===== src/rtl/stack_arbiter_if.sv =====
// Requester-side bus of the stack arbiter: two request channels, the shared
// completion/status returns and the clear request.
interface stack_arbiter_if #(
  parameter int WIDTH = 16,
  parameter int CNTW  = 6
);
  logic             clr;
  logic             req0;
  logic             rw0;
  logic [WIDTH-1:0] wdata0;
  logic             ack0;
  logic             req1;
  logic             rw1;
  logic [WIDTH-1:0] wdata1;
  logic             ack1;
  logic             err;
  logic [WIDTH-1:0] rdata;
  logic [CNTW-1:0]  count;
  logic             full;
  logic             empty;

  // Requester side: drives requests, observes completions and occupancy.
  modport master (
    output clr, req0, rw0, wdata0, req1, rw1, wdata1,
    input  ack0, ack1, err, rdata, count, full, empty
  );

  // Arbiter side.
  modport slave (
    input  clr, req0, rw0, wdata0, req1, rw1, wdata1,
    output ack0, ack1, err, rdata, count, full, empty
  );
endinterface


===== src/rtl/stack_arbiter.sv =====
// Round-robin arbiter and sequencer sharing one flag-less LIFO stack between
// two requesters. Tracks occupancy itself, rejects overflow/underflow with an
// error ack, and clears the stack on every reset exit or on request.
module stack_arbiter #(
  parameter int WIDTH = 16,
  parameter int DEPTH = 32,
  parameter int CNTW  = 6
) (
  input  logic             clk,
  input  logic             rst,
  stack_arbiter_if.slave   bus,
  output logic             stk_en,
  output logic             stk_rst,
  output logic             stk_rw,
  output logic [WIDTH-1:0] stk_din,
  input  logic [WIDTH-1:0] stk_dout
);

  typedef enum logic [1:0] {INIT, IDLE, ISSUE, CAPT} state_t;

  localparam logic [CNTW-1:0] DEPTH_C = CNTW'(DEPTH);

  state_t           state;
  state_t           state_next;
  logic [CNTW-1:0]  count;
  logic             rr;
  logic             gnt_id;
  logic             pend_err;
  logic [WIDTH-1:0] rdata;
  logic             ack0;
  logic             ack1;
  logic             err;

  logic             idle_ready;
  logic             any_req;
  logic             grant_sel;
  logic             grant_rw;
  logic [WIDTH-1:0] grant_data;
  logic             grant_err;

  // Arbitration decode: rr names the requester that wins the next tie.
  always_comb begin
    idle_ready = (state == IDLE) && !ack0 && !ack1;
    any_req    = bus.req0 || bus.req1;
    grant_sel  = (bus.req0 && bus.req1) ? rr : bus.req1;
    grant_rw   = grant_sel ? bus.rw1 : bus.rw0;
    grant_data = grant_sel ? bus.wdata1 : bus.wdata0;
    grant_err  = (grant_rw && (count == DEPTH_C)) || (!grant_rw && (count == '0));
  end

  // State register; reset always lands in INIT so the stack gets cleared.
  always_ff @(posedge clk or negedge rst) begin
    if (!rst) state <= INIT;
    else      state <= state_next;
  end

  // Next-state logic; a clear request in IDLE takes priority over requests.
  always_comb begin
    state_next = state;
    case (state)
      INIT:  state_next = IDLE;
      IDLE: begin
        if (bus.clr)                   state_next = INIT;
        else if (idle_ready && any_req) state_next = ISSUE;
      end
      ISSUE: state_next = CAPT;
      CAPT:  state_next = IDLE;
      default: state_next = INIT;
    endcase
  end

  // Moore stack strobes: clear in INIT, access in ISSUE unless the op was rejected.
  always_comb begin
    stk_en  = 1'b0;
    stk_rst = 1'b0;
    case (state)
      INIT: begin
        stk_en  = 1'b1;
        stk_rst = 1'b1;
      end
      ISSUE:   stk_en = !pend_err;
      default: ;
    endcase
  end

  // Grant latching, occupancy tracking and the one-cycle ack/err pulse.
  always_ff @(posedge clk or negedge rst) begin
    if (!rst) begin
      count    <= '0;
      rr       <= 1'b0;
      gnt_id   <= 1'b0;
      pend_err <= 1'b0;
      stk_rw   <= 1'b0;
      stk_din  <= '0;
      rdata    <= '0;
      ack0     <= 1'b0;
      ack1     <= 1'b0;
      err      <= 1'b0;
    end else begin
      ack0 <= 1'b0;
      ack1 <= 1'b0;
      err  <= 1'b0;
      case (state)
        INIT: count <= '0;
        IDLE: begin
          if (bus.clr) begin
            count <= '0;
          end else if (idle_ready && any_req) begin
            gnt_id   <= grant_sel;
            stk_rw   <= grant_rw;
            stk_din  <= grant_data;
            pend_err <= grant_err;
            rr       <= !grant_sel;
          end
        end
        ISSUE: begin
          if (!pend_err) count <= stk_rw ? count + 1'b1 : count - 1'b1;
        end
        CAPT: begin
          ack0 <= !gnt_id;
          ack1 <= gnt_id;
          err  <= pend_err;
          if (!stk_rw && !pend_err) rdata <= stk_dout;
        end
        default: ;
      endcase
    end
  end

  assign bus.ack0  = ack0;
  assign bus.ack1  = ack1;
  assign bus.err   = err;
  assign bus.rdata = rdata;
  assign bus.count = count;
  assign bus.full  = (count == DEPTH_C);
  assign bus.empty = (count == '0);

endmodule


===== src/flat_wrapper.sv =====
// flat-port wrapper written by rule: the top's interface ports become plain ports
module stack_arbiter_flat 
#(
  parameter int WIDTH = 16,
  parameter int DEPTH = 32,
  parameter int CNTW  = 6
)
  (clk, rst, stk_en, stk_rst, stk_rw, stk_din, stk_dout, bus_clr, bus_req0, bus_rw0, bus_wdata0, bus_req1, bus_rw1, bus_wdata1, bus_ack0, bus_ack1, bus_err, bus_rdata, bus_count, bus_full, bus_empty);
  stack_arbiter_if #(.WIDTH(WIDTH), .CNTW(CNTW)) bus_i ();
  input  logic clk;
  input  logic rst;
  output logic stk_en;
  output logic stk_rst;
  output logic stk_rw;
  output logic [WIDTH-1:0] stk_din;
  input  logic [WIDTH-1:0] stk_dout;
  input wire logic [$bits(bus_i.clr)-1:0] bus_clr;
  input wire logic [$bits(bus_i.req0)-1:0] bus_req0;
  input wire logic [$bits(bus_i.rw0)-1:0] bus_rw0;
  input wire logic [$bits(bus_i.wdata0)-1:0] bus_wdata0;
  input wire logic [$bits(bus_i.req1)-1:0] bus_req1;
  input wire logic [$bits(bus_i.rw1)-1:0] bus_rw1;
  input wire logic [$bits(bus_i.wdata1)-1:0] bus_wdata1;
  output wire logic [$bits(bus_i.ack0)-1:0] bus_ack0;
  output wire logic [$bits(bus_i.ack1)-1:0] bus_ack1;
  output wire logic [$bits(bus_i.err)-1:0] bus_err;
  output wire logic [$bits(bus_i.rdata)-1:0] bus_rdata;
  output wire logic [$bits(bus_i.count)-1:0] bus_count;
  output wire logic [$bits(bus_i.full)-1:0] bus_full;
  output wire logic [$bits(bus_i.empty)-1:0] bus_empty;
  assign bus_i.clr = bus_clr;
  assign bus_i.req0 = bus_req0;
  assign bus_i.rw0 = bus_rw0;
  assign bus_i.wdata0 = bus_wdata0;
  assign bus_i.req1 = bus_req1;
  assign bus_i.rw1 = bus_rw1;
  assign bus_i.wdata1 = bus_wdata1;
  assign bus_ack0 = bus_i.ack0;
  assign bus_ack1 = bus_i.ack1;
  assign bus_err = bus_i.err;
  assign bus_rdata = bus_i.rdata;
  assign bus_count = bus_i.count;
  assign bus_full = bus_i.full;
  assign bus_empty = bus_i.empty;
  stack_arbiter #(.WIDTH(WIDTH), .DEPTH(DEPTH), .CNTW(CNTW)) u_core (.clk(clk), .rst(rst), .bus(bus_i), .stk_en(stk_en), .stk_rst(stk_rst), .stk_rw(stk_rw), .stk_din(stk_din), .stk_dout(stk_dout));
endmodule

===== config.mk =====
export PLATFORM = sky130hd
export DESIGN_NAME = stack_arbiter_flat
export DESIGN_NICKNAME = d
export VERILOG_FILES = /design/src/rtl/stack_arbiter_if.sv /design/src/rtl/stack_arbiter.sv /design/src/flat_wrapper.sv
export SDC_FILE = /design/constraint.sdc
export NUM_CORES = 1
export LEC_CHECK = 0
export CORE_MARGIN = 5
export CORE_UTILIZATION = 41
export CTS_BUF_LIST = sky130_fd_sc_hd__clkbuf_8 sky130_fd_sc_hd__clkbuf_16
export DETAILED_ROUTE_END_ITERATION = 10
export PLACE_DENSITY = 0.8
export SLEW_MARGIN = 20
export SYNTH_ARGS = -nofsm -noshare
export SYNTH_HDL_FRONTEND = slang
export SYNTH_SLANG_ARGS = --single-unit

===== constraint.sdc =====
create_clock -name clk -period 2.5 [get_ports clk]
set_input_delay 0.375 -clock clk [delete_from_list [all_inputs] [get_ports clk]]
set_output_delay 0.375 -clock clk [all_outputs]
set_load 0.01 [all_outputs]

# --- Word-level counts from Yosys, hierarchy flattened ---
# Cells that the tools add are included.
totals:
  output_inout_bits: 46
  word_cells: 59
  regBits: 47
op_classes:
  mux: 15
  eq_ne: 7
  add_sub_neg: 2
  bitwise_logic: 1
  n_reduce_logical: 23
op_table:
  columns: ["op", "count"]
  rows:
  - ["$mux 6", 3]
  - ["$pmux 6 s3", 1]
  - ["$mux 16", 1]
  - ["$logic_and 1x1->1", 7]
  - ["$logic_not 1->1", 7]
  - ["$add 6x1->6 const B", 1]
  - ["$eq 6x6->1 const B", 1]
  - ["$logic_not 6->1", 1]
  - ["$mux 1", 6]
  - ["$pmux 2 s3", 1]
  - ["$reduce_and 3->1", 2]
  - ["$sub 6x1->6 const B", 1]
  - ["$eq 2x2->1 const B", 2]
  - ["$mux 2", 2]
  - ["$ne 2x2->1 const B", 2]
  - ["$ne 3x3->1 const B", 1]
  - ["$reduce_bool 3->1", 1]
  - ["$eq 2x1->1 const B", 1]
  - ["$logic_not 2->1", 1]
  - ["$logic_or 1x1->1", 2]
  - ["$pmux 1 s2", 1]
  - ["$reduce_and 2->1", 1]
  - ["$reduce_or 2->1", 1]
  - ["$not 1->1", 1]

# --- Depth between registers and ports, before layout ---
logic_depth:
  depth_word: 7
  mapped_depth: 7
  depth_no_buf: 7

# --- Worst setup path before layout ---
# OpenSTA, ideal clock, no wires.
synth_path:
  kind: "register -> register"
  start: "reg u_core.stk_rw"
  end: "reg u_core.count[5], in the netlist u_core.bus.count[5]"
  arrival_ns: 1.999
  setup_time_ns: 0.069
  path_slack_ns: 0.432
  stages_incl_launch_ff: 8
  path_buffers: 0
  required_ns: 2.431
  path_cell_list: "dfrtp_1 inv_1 ha_1 and2_1 a221oi_1 a21oi_1 or4_1 nand3_1"
synth_between:
  elab_chain_len: 3
synth_lines:
  columns: ["element", "line", "text"]
  rows:
  - ["from (decl)", "stack_arbiter.sv:14", "output logic stk_rw,"]
  - ["from (signal assigned)", "stack_arbiter.sv:110", "stk_rw <= grant_rw;"]
  - ["$mux 6 (2 in a row)", "stack_arbiter.sv:117", "if (!pend_err) count <= stk_rw ? count + 1'b1 : count - 1'b1;"]
  - ["$pmux 6 s3", "stack_arbiter.sv:103", "case (state)"]
  - ["to (signal assigned)", "stack_arbiter.sv:117", null]
  - ["to (decl)", "stack_arbiter.sv:25", "logic [CNTW-1:0] count;"]
# No other way between the ends. The select of a mux whose other input is x is not followed.
# A chain may end at the register's enable or synchronous reset.

# --- Final worst setup path ---
layout_path:
  start: "reg u_core.count[1], in the netlist u_core.bus.count[1]"
  end: "out bus_empty"
layout_between:
  elab_chain_len: 1
layout_lines:
  columns: ["element", "line", "text"]
  rows:
  - ["$logic_not 6->1", "stack_arbiter.sv:136", "assign bus.empty = (count == '0);"]
  - ["to (decl)", "flat_wrapper.sv:30", "output wire logic [$bits(bus_i.empty)-1:0] bus_empty;"]
# No other way between the ends.

==> flow_metrics.py <==
metrics = {
    "detailed_routing": {
        "detail_route.first_pass.iterations": 4,
        "num_vias": 1766,
        "antenna_left": 0,
        "drc": 0,
        "route.detailed.vias_per_inst": 4.84,
        "routed_wirelength_um": 5140,
        "wire_per_inst_um": 14.1,
        "drt_iter0_markers": 92,
    },
    "cells_and_area": {
        "multi_input_area_um2": 905,
        "post_route_cells_drive_above_1_share_pct": 12.5,
        "seqCellArea_um2": 1180,
        "diodes": 0,
        "syn2layout_area_growth_pct": 56.4,
        "utilization_pct": 65.9,
        "final_cells": 365,
        "fillers": 427,
        "num-nets-final": 355,
    },
    "power_and_ir_drop": {
        "total_power_uw": 3680,
        "worst_ir_drop_vdd_mv": 0.699,
        "power-per-cell-area_nw_per_um2": 1100,
        "leakage_uw": 0.00152,
    },
    "die": {
        "design.die.area_um2": 6760,
        "boundaryPins": 101,
        "core_area_um2": 5070,
        "initial_core_utilization_pct": 42.1,
        "fp-row-count": 26,
        "dieHeight_um": 82.2,
        "die_x_um": 82.2,
    },
    "logic_synthesis": {
        "synth_largest_area_cell": "dfrtp_1",
        "synth.top_cell.area_share_pct": 55.0,
        "async_flop_share_pct": 100,
        "syn-cell-area_um2": 2140,
        "synth.most_common_cell": "dfrtp_1",
        "synth-seq-cells": 47,
        "synth-main-ff-cell": "dfrtp_1",
        "synth_common_cells": "47 x dfrtp_1, 26 x nand2_1, 22 x o21ai_0",
        "leading_cell_types_by_total_area_after_synthesis": "dfrtp_1 55%, mux2_2 8.4%, mux2i_1 8.0%",
        "post_synth.cell_area_avg_um2": 11.3,
        "synth_cell_types": 34,
        "synth_edf_count": 0,
        "post_synth_inst_count": 190,
        "synth-seq-area-share_pct": 55.0,
        "count_of_warnings_emitted_by_yosys": 0,
        "syn_nets": 250,
    },
    "worst_setup_path": {
        "cp_data_arrival_time_ns": 2.00,
        "endpoint_kind": "primary output",
        "worst-endpoint-required_ns": 2.12,
        "setup.worst_path.class": "flip-flop to primary output",
        "start_kind": "flip-flop",
        "largest_fanout_on_the_critical_path": 5,
    },
    "clock_network": {
        "clkSinkCount": 47,
        "max-clock-path-buffers": 2,
        "post_cts_buffers": 0,
        "clkSlewWorstSetupHoldPaths_ns": 0.08,
        "cts_inserted_buffers": 5,
        "htree_num_levels": 2,
        "worstSkewPairLatency_ns": 0.29,
        "tritoncts_clock_tree": "yes",
        "clock-root-buffer": "clkbuf_8",
    },
    "sta": {
        "finalMaxSlewViolations": 0,
        "grt_setup_unrepaired": "no",
        "timing.final.crit_share_pct": 94.9,
        "fmax_ghz": 0.422,
        "setup_total_negative_slack_ns": 0,
        "setup_slack_after_layout_ns": 0.128,
        "finalHoldViolations": 0,
        "timing.clock.skew_ns": 0.00318,
        "max_slew.worst_pin.slew_ns": 0.583,
        "finalCriticalPeriod_ns": 2.37,
        "max-slew-margin-rel_pct": 61.1,
        "setup_viol": 0,
    },
    "global_route": {
        "via_count_of_the_first_global_routing_pass": 1879,
        "grt_antenna_before_repair": 0,
        "grt-ovfl-total": 0,
        "wire_length_of_the_first_global_routing_pass_um": 8340,
        "grt_start_max_net_pins": 48,
        "global_route_usage_over_all_layers_pct": 15.9,
    },
    "outcome": {
        "status": "finished clean",
    },
    "job": {
        "cap_viol_max_count": 0,
    },
    "placed_design": {
        "place_congestion": 0.847,
        "dp.cells": 358,
        "place_worst_setup_slack_ns": 0.321,
        "place.port_buffers": 100,
        "hpwl_um": 4050,
    },
    "min_path": {
        "hold_class": "primary input to asynchronous set/reset pin",
    },
}
sequential cells by signal (all words and copies together), names as in the netlist:
| name | count |
|---|---|
| u_core.stk_rw | 1 |
| u_core.bus.ack0 | 1 |
| u_core.state | 2 |
| u_core.bus.rdata | 16 |
| u_core.bus.err | 1 |
| u_core.bus.ack1 | 1 |
| u_core.gnt_id | 1 |
| u_core.rr | 1 |
| u_core.bus.count | 6 |
| u_core.stk_din | 16 |
| u_core.pend_err | 1 |
layout by cell type (no fill, tap or decap), drive strengths merged:
cell type      count
nand2b             1
bufinv             1
a221oi             1
xor2               3
o41ai              1
nor2               8
nand2             26
clkbuf             5
inv                9
o21ai             23
nand3              2
clkdlybuf4s50     98
dfrtp             47
mux2              16
o211ai             1
a31oi              1
nor2b              1
o2111a             1
a21o               3
nor3               3
buf                7
o31ai              1
fa                 1
mux2i             17
xnor2              1
or3                1
or4                2
dlymetal6s2s       1
ha                 4
a21oi              5
and2               1
and3               3
layer usage:
metal / part of all wire, % / vias up / global-route usage, %
li1: - / 869 / -
met1: 41 / 821 / 19.0
met2: 48 / 72 / 26.7
met3: 11 / 4 / 5.97
met4: 0.84 / 0 / 4.32
met5: 0 / - / 0
power breakdown:
part	switching [µW]	internal [µW]	total [µW]	leakage, µW
clock	234	289	523	0.0000554
sequential	235	1100	1330	0.000582
combinational	770	1050	1820	0.000878
per-stage QoR:
step | area [µm²] | hold slack [ns]
floorplan | 2140 | 0.0794
global placement | 3230 | 0.451
detailed placement | 3230 | 0.447
CTS | 3330 | 0.192
global route | 3340 | 0.221
finish | 3340 | 0.176
worst max-delay path, cell delays in order (launching register included):
cell,delay [ns]
dfrtp_1,0.43
or4_4,0.57
nor3_2,0.14
clkdlybuf4s50_1,0.56
final timing paths:
path                                          start                  end  slack (ns)  cells after the start
max in group asynchronous                       rst   u_core.stk_din[14]        1.94                      2
worst max-delay path            u_core.bus.count[1]            bus_empty        0.13                      3
worst min register to register        u_core.gnt_id      u_core.bus.ack0        0.46                      1
worst min-delay path                            rst  u_core.bus.rdata[1]        0.18                      2
worst max register to register        u_core.stk_rw  u_core.bus.count[5]        0.32                      7
min in group clk                      u_core.gnt_id      u_core.bus.ack0        0.46                      1
cell type report:
class	count	share of cell area, %
well taps	70	2.62
clock inverters	2	1.01
flip-flops and latches	47	35.2
repair buffers	106	31.2
multi-input cells	127	27.0
inverters	8	0.898
clock buffers	5	2.06
logic make-up (layout without fill, tap and decap cells):
| group | Yosys count | in the layout | synth area share, % |
|---|---|---|---|
| simple gates | 48 | 48 | 10.5 |
| flops | 47 | 47 | 55.0 |
| compound gates | 37 | 37 | 9.95 |
| mux | 33 | 33 | 16.4 |
| buf+inv | 16 | 121 | 3.28 |
| fa+ha+maj | 5 | 5 | 3.28 |
| xor+xnor | 4 | 4 | 1.64 |
repair_timing:
item	in CTS	in global routing
setup endpoints to repair	0	2
hold buffers	0	0
resized for setup	0	3
(Power assumes the default switching activity.)
